===== src/rtl/wb_arbiter_rr_if.sv =====
// wb_arbiter_rr_if: Wishbone bundle for N masters and one slave; slave modport faces the masters, master modport faces the slave
interface wb_arbiter_rr_if #(
  parameter int N_MASTERS = 4,
  parameter int AW = 30,
  parameter int DW = 32
);
  logic [N_MASTERS*AW-1:0] m_adr_i;
  logic [N_MASTERS*DW-1:0] m_dat_i;
  logic [N_MASTERS*DW/8-1:0] m_sel_i;
  logic [N_MASTERS*3-1:0] m_cti_i;
  logic [N_MASTERS*2-1:0] m_bte_i;
  logic [N_MASTERS-1:0] m_cyc_i;
  logic [N_MASTERS-1:0] m_stb_i;
  logic [N_MASTERS-1:0] m_we_i;
  logic [DW-1:0] m_dat_o;
  logic [N_MASTERS-1:0] m_ack_o;
  logic [N_MASTERS-1:0] m_err_o;
  logic [AW-1:0] s_adr_o;
  logic [DW-1:0] s_dat_o;
  logic [DW/8-1:0] s_sel_o;
  logic [2:0] s_cti_o;
  logic [1:0] s_bte_o;
  logic s_cyc_o;
  logic s_stb_o;
  logic s_we_o;
  logic [DW-1:0] s_dat_i;
  logic s_ack_i;
  logic s_err_i;
  modport slave (
    input m_adr_i, m_dat_i, m_sel_i, m_cti_i, m_bte_i, m_cyc_i, m_stb_i, m_we_i,
    output m_dat_o, m_ack_o, m_err_o
  );
  modport master (
    output s_adr_o, s_dat_o, s_sel_o, s_cti_o, s_bte_o, s_cyc_o, s_stb_o, s_we_o,
    input s_dat_i, s_ack_i, s_err_i
  );
endinterface


===== src/rtl/wb_arbiter_rr.sv =====
// wb_arbiter_rr: N-master round-robin Wishbone arbiter with bus-timeout watchdog
module wb_arbiter_rr #(
  parameter int N_MASTERS = 4,
  parameter int AW = 30,
  parameter int DW = 32,
  parameter int TIMEOUT = 16
) (
  input logic sys_clk,
  input logic sys_rst_n,
  wb_arbiter_rr_if.slave m,
  wb_arbiter_rr_if.master s,
  output logic [N_MASTERS-1:0] grant_o
);
  localparam int GW = $clog2(N_MASTERS);
  localparam int SW = DW/8;
  logic [GW-1:0] g_q, g_d, idx;
  logic to_err_q;
  always_comb begin
    s.s_adr_o = '0;
    s.s_dat_o = '0;
    s.s_sel_o = '0;
    s.s_cti_o = '0;
    s.s_bte_o = '0;
    s.s_we_o = 1'b0;
    for (int k = 0; k < N_MASTERS; k++)
      if (g_q == GW'(k)) begin
        s.s_adr_o = m.m_adr_i[k*AW +: AW];
        s.s_dat_o = m.m_dat_i[k*DW +: DW];
        s.s_sel_o = m.m_sel_i[k*SW +: SW];
        s.s_cti_o = m.m_cti_i[k*3 +: 3];
        s.s_bte_o = m.m_bte_i[k*2 +: 2];
        s.s_we_o = m.m_we_i[k];
      end
  end
  assign s.s_cyc_o = m.m_cyc_i[g_q] & ~to_err_q;
  assign s.s_stb_o = m.m_stb_i[g_q] & ~to_err_q;
  assign grant_o = N_MASTERS'(1) << g_q;
  assign m.m_dat_o = s.s_dat_i;
  assign m.m_ack_o = {N_MASTERS{s.s_ack_i & ~to_err_q}} & grant_o;
  assign m.m_err_o = {N_MASTERS{s.s_err_i | to_err_q}} & grant_o;
  always_comb begin
    g_d = g_q;
    idx = '0;
    for (int i = N_MASTERS; i >= 1; i--) begin
      idx = GW'((int'(g_q) + i) % N_MASTERS);
      if (m.m_cyc_i[idx]) g_d = idx;
    end
    if (m.m_cyc_i[g_q]) g_d = g_q;
  end
  always_ff @(posedge sys_clk or negedge sys_rst_n)
    if (!sys_rst_n) g_q <= '0;
    else g_q <= g_d;
  if (TIMEOUT > 0) begin : g_wd
    localparam int CW = $clog2(TIMEOUT + 1);
    logic [CW-1:0] cnt_q, cnt_d;
    logic to_err_d, busy;
    always_comb begin
      busy = s.s_cyc_o & s.s_stb_o & ~s.s_ack_i & ~s.s_err_i;
      to_err_d = busy && cnt_q == CW'(TIMEOUT - 1);
      cnt_d = busy && !to_err_d ? cnt_q + 1'b1 : '0;
    end
    always_ff @(posedge sys_clk or negedge sys_rst_n)
      if (!sys_rst_n) begin
        cnt_q <= '0;
        to_err_q <= 1'b0;
      end else begin
        cnt_q <= cnt_d;
        to_err_q <= to_err_d;
      end
  end else begin : g_nowd
    assign to_err_q = 1'b0;
  end
endmodule


===== src/flat_wrapper.sv =====
// flat-port wrapper written by rule: the top's interface ports become plain ports
module wb_arbiter_rr_flat 
#(
  parameter int N_MASTERS = 4,
  parameter int AW = 30,
  parameter int DW = 32,
  parameter int TIMEOUT = 16
)
  (sys_clk, sys_rst_n, grant_o, m_m_adr_i, m_m_dat_i, m_m_sel_i, m_m_cti_i, m_m_bte_i, m_m_cyc_i, m_m_stb_i, m_m_we_i, m_m_dat_o, m_m_ack_o, m_m_err_o, s_s_adr_o, s_s_dat_o, s_s_sel_o, s_s_cti_o, s_s_bte_o, s_s_cyc_o, s_s_stb_o, s_s_we_o, s_s_dat_i, s_s_ack_i, s_s_err_i);
  wb_arbiter_rr_if #(.N_MASTERS(N_MASTERS), .AW(AW), .DW(DW)) m_i ();
  wb_arbiter_rr_if #(.N_MASTERS(N_MASTERS), .AW(AW), .DW(DW)) s_i ();
  input logic sys_clk;
  input logic sys_rst_n;
  output logic [N_MASTERS-1:0] grant_o;
  input wire logic [$bits(m_i.m_adr_i)-1:0] m_m_adr_i;
  input wire logic [$bits(m_i.m_dat_i)-1:0] m_m_dat_i;
  input wire logic [$bits(m_i.m_sel_i)-1:0] m_m_sel_i;
  input wire logic [$bits(m_i.m_cti_i)-1:0] m_m_cti_i;
  input wire logic [$bits(m_i.m_bte_i)-1:0] m_m_bte_i;
  input wire logic [$bits(m_i.m_cyc_i)-1:0] m_m_cyc_i;
  input wire logic [$bits(m_i.m_stb_i)-1:0] m_m_stb_i;
  input wire logic [$bits(m_i.m_we_i)-1:0] m_m_we_i;
  output wire logic [$bits(m_i.m_dat_o)-1:0] m_m_dat_o;
  output wire logic [$bits(m_i.m_ack_o)-1:0] m_m_ack_o;
  output wire logic [$bits(m_i.m_err_o)-1:0] m_m_err_o;
  output wire logic [$bits(s_i.s_adr_o)-1:0] s_s_adr_o;
  output wire logic [$bits(s_i.s_dat_o)-1:0] s_s_dat_o;
  output wire logic [$bits(s_i.s_sel_o)-1:0] s_s_sel_o;
  output wire logic [$bits(s_i.s_cti_o)-1:0] s_s_cti_o;
  output wire logic [$bits(s_i.s_bte_o)-1:0] s_s_bte_o;
  output wire logic [$bits(s_i.s_cyc_o)-1:0] s_s_cyc_o;
  output wire logic [$bits(s_i.s_stb_o)-1:0] s_s_stb_o;
  output wire logic [$bits(s_i.s_we_o)-1:0] s_s_we_o;
  input wire logic [$bits(s_i.s_dat_i)-1:0] s_s_dat_i;
  input wire logic [$bits(s_i.s_ack_i)-1:0] s_s_ack_i;
  input wire logic [$bits(s_i.s_err_i)-1:0] s_s_err_i;
  assign m_i.m_adr_i = m_m_adr_i;
  assign m_i.m_dat_i = m_m_dat_i;
  assign m_i.m_sel_i = m_m_sel_i;
  assign m_i.m_cti_i = m_m_cti_i;
  assign m_i.m_bte_i = m_m_bte_i;
  assign m_i.m_cyc_i = m_m_cyc_i;
  assign m_i.m_stb_i = m_m_stb_i;
  assign m_i.m_we_i = m_m_we_i;
  assign m_m_dat_o = m_i.m_dat_o;
  assign m_m_ack_o = m_i.m_ack_o;
  assign m_m_err_o = m_i.m_err_o;
  assign s_s_adr_o = s_i.s_adr_o;
  assign s_s_dat_o = s_i.s_dat_o;
  assign s_s_sel_o = s_i.s_sel_o;
  assign s_s_cti_o = s_i.s_cti_o;
  assign s_s_bte_o = s_i.s_bte_o;
  assign s_s_cyc_o = s_i.s_cyc_o;
  assign s_s_stb_o = s_i.s_stb_o;
  assign s_s_we_o = s_i.s_we_o;
  assign s_i.s_dat_i = s_s_dat_i;
  assign s_i.s_ack_i = s_s_ack_i;
  assign s_i.s_err_i = s_s_err_i;
  wb_arbiter_rr #(.N_MASTERS(N_MASTERS), .AW(AW), .DW(DW), .TIMEOUT(TIMEOUT)) u_core (.sys_clk(sys_clk), .sys_rst_n(sys_rst_n), .m(m_i), .s(s_i), .grant_o(grant_o));
endmodule

===== config.mk =====
export PLATFORM = sky130hd
export DESIGN_NAME = wb_arbiter_rr_flat
export DESIGN_NICKNAME = d
export VERILOG_FILES = /design/src/rtl/wb_arbiter_rr_if.sv /design/src/rtl/wb_arbiter_rr.sv /design/src/flat_wrapper.sv
export SDC_FILE = /design/constraint.sdc
export NUM_CORES = 1
export LEC_CHECK = 0
export ABC_AREA = 1
export BUFFER_PORTS_ARGS = -buffer_cell sky130_fd_sc_hd__buf_4
export CORE_AREA = 4 4 170 172
export CTS_CLUSTER_SIZE = 8
export DETAILED_ROUTE_END_ITERATION = 12
export DIE_AREA = 0 0 174 176
export PLACE_DENSITY = 0.38
export SYNTH_ARGS = -nofsm -noshare
export SYNTH_HDL_FRONTEND = slang
export SYNTH_SLANG_ARGS = --single-unit
export TNS_END_PERCENT = 1

===== constraint.sdc =====
create_clock -name sys_clk -period 1.7 [get_ports sys_clk]
set_clock_uncertainty 0.15 [all_clocks]
set_input_delay 0.085 -clock sys_clk [delete_from_list [all_inputs] [get_ports sys_clk]]
set_output_delay 0.085 -clock sys_clk [all_outputs]
set_load 0.005 [all_outputs]

Word level (Yosys, flattened, before mapping)

Cells that the tools add are included.

Register bits after elaboration: 8
Output and inout port bits: 118

Reduce and logical (&&, ||, !) cells: 6
Equality and inequality tests: 4
Mux-type cells: 41
Bitwise logic cells: 13
$add $sub $neg: 5
Magnitude comparators: 5
Shift operators: 1

Operators with widths:

| operator                                                              | count |
|---|---|
| 32-bit 2-to-1 mux                                                     | 4 |
| 30-bit 2-to-1 mux                                                     | 4 |
| 2-bit 2-to-1 mux                                                      | 8 |
| 4-bit 2-to-1 mux                                                      | 4 |
| 2-bit by 3-bit < comparator with 1-bit output (second input constant) | 5 |
| 1-bit binary-select mux with 2-bit select                             | 6 |
| 3-bit 2-to-1 mux                                                      | 4 |
| 1-bit 2-to-1 mux                                                      | 10 |
| 4-bit AND                                                             | 2 |
| 1-bit AND                                                             | 6 |
| 5-bit by 1-bit adder with 5-bit output (second input constant)        | 1 |
| 5-bit by 4-bit == test with 1-bit output (second input constant)      | 1 |
| 5-bit 2-to-1 mux                                                      | 1 |
| 2-bit by 1-bit adder with 2-bit output (second input constant)        | 2 |
| 2-bit adder (second input constant)                                   | 2 |
| 2-bit == test (second input constant)                                 | 2 |
| 1-bit inverter                                                        | 4 |
| 4-bit nonzero test                                                    | 1 |
| 1-bit by 2-bit << shifter with 4-bit output (first input constant)    | 1 |
| 2-bit by 1-bit == test with 1-bit output (second input constant)      | 1 |
| 1-bit logical AND                                                     | 2 |
| 2-bit zero test                                                       | 1 |
| 2-bit AND reduction                                                   | 1 |
| 1-bit zero test                                                       | 1 |
| 1-bit OR                                                              | 1 |

Depth between registers and ports, before layout

Depth after elaboration: 10
Depth in mapped cells: 11
Mapped depth without buffers: 10

Least setup slack after synthesis

Ideal clock, no wire load.

Kind: register to output
From: reg u_core.g_q[0]
To: out s_s_adr_o[10]
Path buffers: 2
Arrival time: 1.517 ns
Cell stages (with the launch flop): 11
Path slack: -0.052 ns
Cell sequence: dfrtp_1 > buf_6 > inv_8 > ha_1 > inv_1 > nor2_4 > buf_6 > nand2_1 > nand2_1 > o21ai_1 > o21ai_1

Cells in the longest elaborated chain, start to end: 5

RTL lines:

| element                        | RTL line            | text |
|---|---|---|
| start: declaration             | wb_arbiter_rr.sv:16 | `logic [GW-1:0] g_q, g_d, idx;` |
| start signal: assignment       | wb_arbiter_rr.sv:52 | `else g_q <= g_d;` |
| 2-bit zero test                | wb_arbiter_rr.sv:26 | `if (g_q == GW'(k)) begin` |
| 30-bit 2-to-1 mux (3 in a row) | wb_arbiter_rr.sv:26 |  |
| 30-bit 2-to-1 mux (*)          | wb_arbiter_rr.sv:26 |  |
| end: declaration               | flat_wrapper.sv:26  | `output wire logic [$bits(s_i.s_adr_o)-1:0] s_s_adr_o;` |

Mark *: on every way between the ends. The rest lies on a longest branch, timed or not.

Worst setup path in the final report

From: reg u_core.g_q[0]
To: out s_s_dat_o[1]

Cells in the longest elaborated chain, start to end: 5

RTL lines:

| element                        | RTL line            | text |
|---|---|---|
| 2-bit zero test                | wb_arbiter_rr.sv:26 |  |
| 32-bit 2-to-1 mux (3 in a row) | wb_arbiter_rr.sv:26 |  |
| 32-bit 2-to-1 mux (*)          | wb_arbiter_rr.sv:26 |  |
| end: declaration               | flat_wrapper.sv:27  | `output wire logic [$bits(s_i.s_dat_o)-1:0] s_s_dat_o;` |

Marked as above.

==> flow_summary_export.csv <==
group,metric,value,unit
placement,portBuffers,385,
floorplan,start_util,0.114,
floorplan,coreArea,27500,um2
route,ant_nets,0,
critical_path,worstSetupPathType,"reg2out",
sta,timing.fmax,470,MHz
synthesis,synth_cells,616,
power_and_ir_drop,report.power.total,12.0,mW
floorplan,rows,61,
synthesis,netlist_area,3140,um2
final_layout,synthToLayoutAreaGrowth,120,%
route,detail_route.iter0.violations,157,
clocking,path_clk_slew,0.04,ns
sta,relSlewSlack,0.834,
sta,hold_viol_final,0,
job,maxCapViolCount,0,
floorplan,fp.dieH,176,um
sta,setup_ws,-0.429,ns
final_layout,final_area,6920,um2
sta,setup_viol,80,
power_and_ir_drop,intPower,6.34,mW
status,status,"complete, but fails checks",
power_and_ir_drop,leakagePower,3.50,nW
route,post_drt_wl_per_cell,16.5,um
synthesis,ys_ff_latch,8,
placement,gp_congestion,0.786,
synthesis,synth_area_per_cell,5.10,um2
grt,grt_pass1_vias,5458,
sta,post-route-period-util,1.25,
clocking,cts_tree,"done",
final_layout,nFillCells,3215,
critical_path,cp.arrival,1.89,ns
clocking,h-tree-depth,1,
sta,maxSlewViolCount,0,
final_layout,drive_above_1_share,0.499,
synthesis,yosysUniqueCellTypes,27,
grt,grt_pass1_wl,32.0,mm
placement,place_area,6440,um2
grt,grt-ovfl-total,0,
power_and_ir_drop,peakVddDrop,633,uV
grt,antenna_found_initial,1,
floorplan,die-area,30600,um2
status,violations,"setup timing",
clocking,clkLatencyLatePin,0.23,ns
route,dr.pass1.iters,4,
placement,hpwl,17.6,mm
power_and_ir_drop,pwr-share-clk,0.033,
grt,grt_max_degree,44,
critical_path,critPathRequiredTime,1.46,ns
sta,period_needed,2.13,ns
route,wirelength,21.9,mm
sta,worstMarginPinSlew,0.248,ns
sta,rsz0062_at_grt,"yes",
clocking,clockBufferDepth,2,
clocking,cts-buffers-inserted,3,
route,vias,5363,
floorplan,dieWidth,174,um
power_and_ir_drop,seqPwrFrac,0.022,
final_layout,diodes,0,
power_and_ir_drop,comb_power_share,0.945,
critical_path,cp-end-kind,"output port",
power_and_ir_drop,pwr_density_cell,1730,nW/um2
critical_path,critPathMaxFanout,7,
route,route.detailed.drc,0,
clocking,cts_num_sinks,8,
synthesis,yosys_warnings,0,
route,via_per_inst,4.03,
synthesis,synthesis.nets,954,
final_layout,fin_nets,1324,
worst_hold_path,min_path_type,"in2out",
power_and_ir_drop,switchingPower,5.65,mW
critical_path,critPathLaunchType,"flip-flop",
power_and_ir_drop,power.share.switching,0.471,
synthesis,ys_seq_area_frac,0.0638,
floorplan,ios,450,
clocking,root_buffer,"clkbuf_16",
grt,grt_usage,0.131,
==> cells in the mapped netlist <==
cell type | instances | area [um2]
nand2_1 | 248 | 931
o21ai_1 | 140 | 701
a21oi_1 | 75 | 375
buf_4 | 44 | 330
inv_1 | 17 | 63.8
nor2_1 | 17 | 63.8
clkbuf_1 | 15 | 56.3
buf_6 | 8 | 90.1
dfrtp_1 | 8 | 200
clkbuf_2 | 6 | 30.0
ha_1 | 6 | 75.1
buf_1 | 5 | 18.8
o21ai_0 | 5 | 25.0
nand3_1 | 4 | 20.0
nand2_2 | 3 | 18.8
nand3_2 | 3 | 30.0
buf_2 | 2 | 10.0
a21oi_4 | 1 | 16.3
and3_1 | 1 | 6.26
inv_2 | 1 | 3.75
inv_8 | 1 | 11.3
nand2_4 | 1 | 11.3
nor2_4 | 1 | 11.3
nor3_4 | 1 | 16.3
or2_2 | 1 | 6.26
xnor2_1 | 1 | 8.76
xor2_1 | 1 | 8.76
==> stage by stage <==
| step | setup WS [ns] | utilization | hold slack (ns) | instances | TNS [ns] |
|---|---|---|---|---|---|
| CTS | -0.404 | 0.251 | 0.0200 | 1330 | -26.87 |
| floorplan | 0.00212 | - | -0.361 | 616 | 0 |
| global placement | -0.439 | 0.234 | -0.234 | 1308 | -8.54 |
| global route | -0.553 | 0.252 | 0.0200 | 1330 | -36.33 |
| finish | -0.429 | 0.252 | 0.0200 | 1330 | -26.69 |
| detailed placement | -0.427 | 0.234 | -0.234 | 1308 | -10.35 |
==> critical path: stages, from the launching register on <==
cell     delay (ns)
dfrtp_2        0.46
inv_8          0.08
ha_4           0.14
inv_4          0.04
nor2_4         0.14
buf_6          0.15
buf_12         0.14
nand2_2        0.06
nand2_1        0.06
o21ai_1        0.06
o21ai_1        0.18
buf_4          0.15
==> timing repair <==
action                                  in CTS  in global routing
endpoints found under the setup margin      79                 88
buffers inserted                            13                  2
resized for setup                           36                 22
gates cloned                                 4                  1
hold buffers                                 2                  0
endpoints found under the hold margin        9                  0
pin swaps                                    8                 15
==> power groups by stage <==
| stage | Combinational, mW | Sequential, mW | Clock [mW] |
|---|---|---|---|
| after floorplan | 5.33 | 0.261 | 0 |
| after global placement | 10.3 | 0.262 | 0 |
| after detailed placement | 10.3 | 0.263 | 0 |
| after CTS | 11.6 | 0.265 | 0.401 |
| after global routing | 12.6 | 0.271 | 0.415 |
| final | 11.3 | 0.268 | 0.392 |
==> cell usage in the layout (no fill, tap or decap), drive strengths merged <==
master       synthesis  final
buf                 59    442
nand2              252    252
o21ai              145    145
a21oi               76     76
inv                 19     19
nor2                18     18
dfrtp                8      8
nand3                7      7
ha                   6      6
clkbuf              21      4
dlygate4sd3          0      2
xor2                 1      1
or2                  1      1
nor3                 1      1
xnor2                1      1
and3                 1      1
==> metal layers <==
| metal | GRT usage | share of wire | vias up |
|---|---|---|---|
| met4 | 0.0254 | 0.019 | 2 |
| met2 | 0.239 | 0.50 | 284 |
| met3 | 0.0413 | 0.094 | 20 |
| met5 | 0 | 0.00032 | - |
| met1 | 0.151 | 0.39 | 2329 |
| li1 | - | - | 2728 |
==> layout make-up <==
type / count / area [um2] / area share
clock buffers: 3 / 75.1 / 0.0108
inverters: 19 / 86.3 / 0.0125
multi-input cells: 509 / 2450 / 0.354
flip-flops and latches: 8 / 201 / 0.0291
well taps: 346 / 433 / 0.0626
repair buffers: 445 / 3680 / 0.531
==> logic make-up after synthesis <==
kind of cell / Yosys count / synth area share
simple gates: 280 / 0.355
compound gates: 221 / 0.356
buf+inv: 99 / 0.196
flops: 8 / 0.0638
fa+ha+maj: 6 / 0.0239
xor+xnor: 2 / 0.00558
==> flip-flops by register name (all words and copies together) (netlist names) <==
signal and count:
u_core.g_q 2, u_core.to_err_q 1, u_core.g_wd.cnt_q 5
==> path summary, 6_finish.rpt <==
kind	startpoint	endpoint	slack [ns]	depth (start not counted)
hold reg to reg	u_core.g_wd.cnt_q[0]	u_core.g_wd.cnt_q[0]	0.31	1
setup / recovery	u_core.g_q[0]	s_s_dat_o[1]	-0.43	11
hold / removal	s_s_dat_i[18]	m_m_dat_o[18]	0.02	0
min in group asynchronous	sys_rst_n	u_core.to_err_q	0.07	2
max in group asynchronous	sys_rst_n	u_core.g_q[0]	1.19	2
setup reg to reg	u_core.g_q[0]	u_core.g_wd.cnt_q[0]	0.06	9
No activity file was read; power rests on OpenSTA's default activity.
